==> src/rtl/deser8_capture.sv <==
// deser8_capture: reassembles the 8-slot serializer stream into a word.
// Each frame is one start slot (start_in high) followed by WIDTH data
// slots. Completed words go to a valid/ack holding register. Framing
// errors pulse frame_err, and overruns set a sticky flag. Good frames
// are counted.
module deser8_capture #(
    parameter int WIDTH = 8,
    parameter int CNT_W = 8
) (
    input  logic             clk_in,
    input  logic             reset,
    input  logic             time_025,
    input  logic             start_in,
    input  logic             ser_in,
    input  logic             data_ack,
    output logic [WIDTH-1:0] data_out,
    output logic             data_valid,
    output logic             frame_err,
    output logic             overrun,
    output logic [CNT_W-1:0] frame_cnt
);

    localparam int IDX_W = $clog2(WIDTH + 1);

    typedef enum logic {
        HUNT = 1'b0,
        DATA = 1'b1
    } state_t;

    state_t           state, state_next;
    logic [IDX_W-1:0] bit_idx, bit_idx_next;
    logic [WIDTH-1:0] shift, shift_next;
    logic             word_done;
    logic             err_hit;
    logic             acked;

    // An ack only counts while a word is actually being held.
    assign acked = data_ack & data_valid;

    // Next-state logic. Frame progress advances only on sampling ticks.
    always_comb begin
        // NOTE: every signal gets a default before the case statement, so no latch is inferred on paths that skip an assignment.
        state_next   = state;
        bit_idx_next = bit_idx;
        shift_next   = shift;
        word_done    = 1'b0;
        err_hit      = 1'b0;
        if (time_025) begin
            case (state)
                HUNT: begin
                    if (start_in) begin
                        state_next   = DATA;
                        bit_idx_next = IDX_W'(1);
                        shift_next   = '0;
                    end
                end
                DATA: begin
                    if (start_in) begin
                        // An unexpected marker drops the partial word.
                        // Resync on this marker as the new slot 0.
                        err_hit      = 1'b1;
                        bit_idx_next = IDX_W'(1);
                        shift_next   = '0;
                    end else begin
                        for (int k = 0; k < WIDTH; k++) begin
                            if (bit_idx == IDX_W'(k + 1)) shift_next[k] = ser_in;
                        end
                        if (bit_idx == IDX_W'(WIDTH)) begin
                            word_done    = 1'b1;
                            state_next   = HUNT;
                            bit_idx_next = '0;
                        end else begin
                            bit_idx_next = bit_idx + IDX_W'(1);
                        end
                    end
                end
                default: begin
                    state_next   = HUNT;
                    bit_idx_next = '0;
                end
            endcase
        end
    end

    // Frame-tracking registers: state, slot index, and partial word.
    always_ff @(posedge clk_in or negedge reset) begin
        // NOTE: the async reset clears every register, so a partial frame never survives a reset.
        if (!reset) begin
            state   <= HUNT;
            bit_idx <= '0;
            shift   <= '0;
        end else begin
            // NOTE: sequential state uses non-blocking assignments, so every register samples pre-edge values.
            state   <= state_next;
            bit_idx <= bit_idx_next;
            shift   <= shift_next;
        end
    end

    // Holding register, handshake, overrun, error pulse, and frame counter.
    // A completion beats a simultaneous ack.
    always_ff @(posedge clk_in or negedge reset) begin
        if (!reset) begin
            data_out   <= '0;
            data_valid <= 1'b0;
            frame_err  <= 1'b0;
            overrun    <= 1'b0;
            frame_cnt  <= '0;
        end else begin
            frame_err <= err_hit;
            if (word_done) begin
                data_out   <= shift_next;
                data_valid <= 1'b1;
                frame_cnt  <= frame_cnt + CNT_W'(1);
            end else if (acked) begin
                data_valid <= 1'b0;
            end
            if (word_done && data_valid && !data_ack) begin
                overrun <= 1'b1;
            end else if (acked) begin
                overrun <= 1'b0;
            end
        end
    end

endmodule

==> config.mk <==
export PLATFORM = sky130hd
export DESIGN_NAME = deser8_capture
export DESIGN_NICKNAME = d
export VERILOG_FILES = /design/src/rtl/deser8_capture.sv
export SDC_FILE = /design/constraint.sdc
export NUM_CORES = 1
export LEC_CHECK = 0
export CAP_MARGIN = 5
export CORE_ASPECT_RATIO = 0.9
export CORE_MARGIN = 8
export CORE_UTILIZATION = 52
export CTS_CLUSTER_DIAMETER = 120
export DETAILED_ROUTE_END_ITERATION = 16
export PLACE_DENSITY = 0.89
export RECOVER_POWER = 50
export SYNTH_ARGS = -nofsm -noshare
export SYNTH_HDL_FRONTEND = slang
export SYNTH_SLANG_ARGS = --single-unit
==> constraint.sdc <==
create_clock -name clk_in -period 2.26 [get_ports clk_in]
set_input_delay 0.452 -clock clk_in [delete_from_list [all_inputs] [get_ports clk_in]]
set_output_delay 0.452 -clock clk_in [all_outputs]
set_load 0.01 [all_outputs]
==> results.yml <==
outcome:
  status: "finished, final reports clean"
synth:
  synth.most_common_cell: "dfrtp_1"
  synthTopCellsByCount: "31 x dfrtp_1, 19 x nand2_1, 10 x a21oi_1, 9 x nor2_1, 9 x o21ai_0"
  synth_area_leaders: "dfrtp_1 49%, mux2i_1 5.1%, nand2_1 4.5%, ha_1 4.0%, o2bb2ai_1 3.3%"
  synth-warning-count: 0
  syn_inst: 151
  async_reset_ff_frac: 1.000
  synth_cell_types: 35
  synth_edf_count: 0
  synth_top_area_share: 0.4921
  syn_area_mm2: 0.001577
  synth_area_leader_cell: "dfrtp_1"
  synth_flop_cell: "dfrtp_1"
  syn-num-nets: 162
  ys_seq_area_frac: 0.4921
  synth_seq_cells: 31
  syn_area_per_cell_um2: 10.44
setup_path:
  path_class: "reg2reg"
  critical_path_peak_fanout: 24
  r2r_setup_slack_ns: 0.40
  timing.rr.end: "data_out[3]"
  endpoint_kind: "flip-flop"
  max_stage_delay_ns: 0.45
  critPathTopFamily: "simple AND/OR/NAND/NOR gates"
  cp.depth: 5
  crit_chain: "inv_1 -> ha_1 -> and3b_1 -> and3_4 -> mux2_2"
  r2r_start: "bit_idx[0]"
  start_kind: "flip-flop"
  cp.arrival_ns: 2.08
  required_ns: 2.48
  cpMaxStageDelayCell: "dfrtp_1"
  rr_worst_depth: 5
  worstPathBufferInverterCount: 1
sta:
  relSlewSlack: 0.5042
  fin_crit_sh: 0.8240
  skew_ns: 0.003858
  tns_ns: 0
  fin_crit_ns: 1.862
  fmax_mhz: 537.0
  finalHoldViolCount: 0
  fin_ws_ns: 0.3977
  final_max_slew_viol_count: 0
  grt_setup_unrepaired: "false"
  setup_viol: 0
  worstMarginPinSlew_ns: 0.7437
final_layout:
  antenna_cells: 0
  fin_cells: 220
  fin_area_mm2: 0.001884
  drive_gt1_frac: 0.08989
  final_nets: 189
  syn_to_final_growth_pct: 19.52
drt:
  drtIter0Drc: 53
  vias: 1222
  ant_nets: 0
  wirelength_um: 3234
  drc: 0
  via_per_inst: 5.555
  wire_per_inst_um: 14.70
  first_pass_iters: 4
floorplanning:
  rows: 19
  die_h_um: 68.24
  ios: 25
  start_util: 0.5305
  die_w_um: 74.04
  core_mm2: 0.002972
  die_area_mm2: 0.005052
clock_network:
  insertion_delay_ns: 0.33
  cts_hold_buf: 0
  ctsHtreeMaxLevel: 2
  cts_made_buffers: 5
  cts_resized: 0
  cts.sinks: 31
  cts_buffer_depth: 2
  cts-root-buf: "clkbuf_4"
  path_clk_slew_ns: 0.09
  cts_tree: "done"
  cts_setup_buffers: 0
pwr:
  ir_drop_uv: 417.3
  cellPowerDensity_mw_per_mm2: 652.8
  leakage_nw: 0.8835
global_route:
  grtUsageTotal: 0.1464
  grt_overflow: 0
  grt_pass1_wl_um: 5623
  grt_max_degree: 32
  grt_pass1_vias: 1248
  antenna_found_initial: 0
placement:
  placed_cells: 213
  postPlaceCellArea_mm2: 0.001839
  pre_cts_slack_ns: 0.1984
  port_buffers: 24
  place.gp.congestion: 0.8816
  hpwlAfterDp_um: 2337
worst_hold_path:
  min_to: "frame_cnt[7]"
  hold_depth: 1
  hp-class: "reg2reg"
  min_from: "frame_cnt[7]"
job:
  drv_cap: 0
## worst max path at each step
stage,start,endpoint
after CTS,frame_cnt[2],frame_cnt[2]
after global placement,time_025,data_out[3]
after floorplan,bit_idx[0],overrun
after global routing,bit_idx[0],frame_cnt[1]
after detailed placement,time_025,data_out[7]
final,bit_idx[0],data_out[3]
## through the flow
stage	utilization	total power, mW	hold slack [ns]
global route	0.6341	1.304	0.4998
CTS	0.6379	1.250	0.4875
global placement	0.6189	0.9075	0.4610
finish	0.6341	1.230	0.4842
floorplan	-	0.8212	0.1564
detailed placement	0.6189	0.9222	0.4706
## routing by layer
layer	vias to the layer above	global-route usage	part of all wire
li1	574	-	-
met1	604	0.1630	0.42
met2	40	0.2379	0.48
met3	4	0.05857	0.083
met4	0	0.07711	0.013
met5	-	0	0
## final cells by class
cell class / instances / area [um2]
clock inverter: 1 / 5.005
sequential: 31 / 775.7
multi-input combinational: 107 / 720.7
fill: 252 / 1087
tap: 42 / 52.55
clock buffer: 6 / 51.30
timing repair buffer: 28 / 260.3
inverter: 5 / 18.77
## logic make-up (layout without fill, tap and decap cells)
family	Yosys count	after routing	synth area share
flip-flops	31	31	0.4921
AND/OR/NAND/NOR	50	50	0.1691
multiplexers	11	11	0.07222
adder cells (fa/ha/maj)	5	5	0.03968
XOR/XNOR	7	7	0.03889
AO/OA/AOI/OAI	34	34	0.1381
buffers and inverters	13	40	0.05000
## flip-flops by register name, summed over array words and instances, names as in the netlist
name and cells:
shift 7, frame_cnt 8, data_valid 1, bit_idx 4, frame_err 1, state 1, data_out 8, overrun 1
## placed cells by master (no fill, tap or decap), types with 3 or more instances in the layout
cell type / n
o21ai_0: 9
inv_1: 4
a22o_1: 4
mux2_2: 3
mux2i_1: 8
nor2_1: 9
o2bb2ai_1: 6
xnor2_1: 6
clkbuf_4: 5
a21oi_1: 10
nand3_1: 4
ha_1: 5
nand3_2: 3
dfrtp_1: 31
clkdlybuf4s50_1: 22
nand2_1: 19
## power by group
group | leakage [nW] | internal [mW] | total (mW) | switching (mW)
logic | 0.430 | 0.123 | 0.255 | 0.131
clock network | 0.0341 | 0.144 | 0.320 | 0.176
registers | 0.420 | 0.607 | 0.655 | 0.0485
(Power assumes the default switching activity.)
==> patch (same flow settings) <==
`CNT_W`: 8 -> 6.
--- a/src/rtl/deser8_capture.sv
+++ b/src/rtl/deser8_capture.sv
@@ -6,5 +6,5 @@
 module deser8_capture #(
     parameter int WIDTH = 8,
-    parameter int CNT_W = 8
+    parameter int CNT_W = 6
 ) (
     input  logic             clk_in,
Ports: changed (resized frame_cnt); port bits go from 25 to 23. No check against the original RTL was run, so the function may have changed too.
==> patch against the unedited design <==
Routed wire length fell by 6.0%. Cell area is 11% lower. Sequential cell count is 2 lower. Combinational power fell by 42%. Total power is 17% lower. Register-to-register slack better by 0.07 ns. Area after synthesis decreased by 8.3%. Setup slack improved by 0.042 ns. Largest power group unchanged.
==> patch: results (changes against the unedited design) <==
outcome:
  status: "complete, no violations"
cts:
  post_cts_buffers: 0  # unchanged
  clock_path_buffers: 2  # unchanged
synthesis:
  ys_seq_area_share_pct: 50.22  # +1.0 points
  synth_nets: 147  # -9.3%
  ys_types: 34  # -2.9%
  synth_area_leaders: "dfrtp_1 50%, nand2_1 6.2%, ha_1 4.3%, xnor2_1 3.0%, nand3b_4 2.8%"
  yosys-top-cells-count: "29 x dfrtp_1, 24 x nand2_1, 8 x o21ai_0"
layout:
  drive_gt1_share_pct: 9.938  # +0.95 points
  layout.nets: 171  # -9.5%
  reg.largest.list: "data_out x8, shift x7, frame_cnt x6"
detailed_routing:
  wl_met1_mm: 1.269  # -7.1%
  wl_met3_um: 251  # -7.0%
  post_drt_wl_per_cell_um: 15.91  # +8.2%
  route.met2.wl_mm: 1.455  # -6.4%
  drtPass1Iterations: 5  # +1
  vias_per_cell: 5.681  # +2.3%
global_route:
  grt_max_degree: 30  # -6.3%
  track_usage_pct: 13.90  # -0.74 points
  grt_first_pass_wirelength_mm: 5.064  # -9.9%
  grt_pass1_vias: 1109  # -11%
critical_path:
  critPathMaxStageDelay_ns: 0.59  # +0.14 ns
  crit_family: "buffers and inverters"
  crit_fanout: 7  # -71%
  cp_slowest_cell: "dlygate4sd3_1"
min_path:
  hold_path.class: "flop to flop"
place:
  io_buffers: 22  # -8.3%
  gp_congestion: 0.8364  # -5.1%
  placed_area_sq_um: 1654  # -10%
  dp_hpwl_mm: 2.238  # -4.2%
power:
  leakagePower_uw: 0.0007973  # -9.8%
  peakVddDrop_uv: 397.7  # -4.7%
sta:
  tightest_slew_ns: 0.7216  # -0.02208 ns
  skew_ns: 0.007830  # +0.003971 ns
## patch: layout make-up
class / instances / area, sq um
fill: 226 / 1021
sequential: 29 / 725.7
multi-input combinational: 96 / 623.1
timing repair buffer: 24 / 231.5
clock buffer: 8 / 48.80
tap: 30 / 37.54
inverter: 4 / 15.01
## patch: final timing paths
kind                                 to          from  cells after the start  slack, ns
hold / removal             frame_cnt[5]  frame_cnt[5]                      1       0.48
max in group asynchronous   data_out[6]         reset                      2       1.44
min in group asynchronous    bit_idx[0]         reset                      2       0.55
setup / recovery            data_out[1]      time_025                      5       0.44
hold reg to reg            frame_cnt[5]  frame_cnt[5]                      1       0.48
setup reg to reg            data_out[4]    bit_idx[0]                      5       0.47
## patch: kinds of logic (layout without fill, tap and decap cells)
family,Yosys count,count (layout),share of synthesized area [%]
xor+xnor,5,5,3.030
mux,3,3,2.510
flops,29,29,50.22
simple gates,52,52,20.69
fa+ha+maj,5,5,4.329
compound gates,31,31,13.77
buf+inv,11,36,5.454
## patch: per-layer routing
metal,vias up,GRT usage (%)
met4,0,8.906
li1,512,-
met2,42,23.37
met1,520,14.74
met5,-,0
met3,11,4.848
## patch: through the flow
| step | power (uW) | setup slack, ns | hold slack [ns] | cells |
|---|---|---|---|---|
| 3_5_place_dp | 736.4 | 0.2816 | 0.4699 | 183 |
| 5_1_grt | 1077 | 0.3007 | 0.5035 | 191 |
| 6_report | 1018 | 0.4395 | 0.4783 | 191 |
| 4_1_cts | 1026 | 0.4777 | 0.4855 | 191 |
| 2_1_floorplan | 676.6 | 0.7916 | 0.1564 | 136 |
| 3_3_place_gp | 722.1 | 0.3391 | 0.4610 | 183 |
## patch: worst register-to-register path, stage by stage, from the launching register on
cell and delay (ns):
dfrtp_1 0.43, inv_1 0.13, ha_1 0.25, nand3b_1 0.21, nor2_4 0.29, mux2_2 0.36
## patch: where the power goes
| part | switching, uW | leakage, uW | internal [uW] |
|---|---|---|---|
| Clock | 173 | 0.0000265 | 123 |
| Sequential | 31.4 | 0.000393 | 544 |
| Combinational | 82.6 | 0.000377 | 64.2 |
| Total | 287 | 0.000797 | 731 |
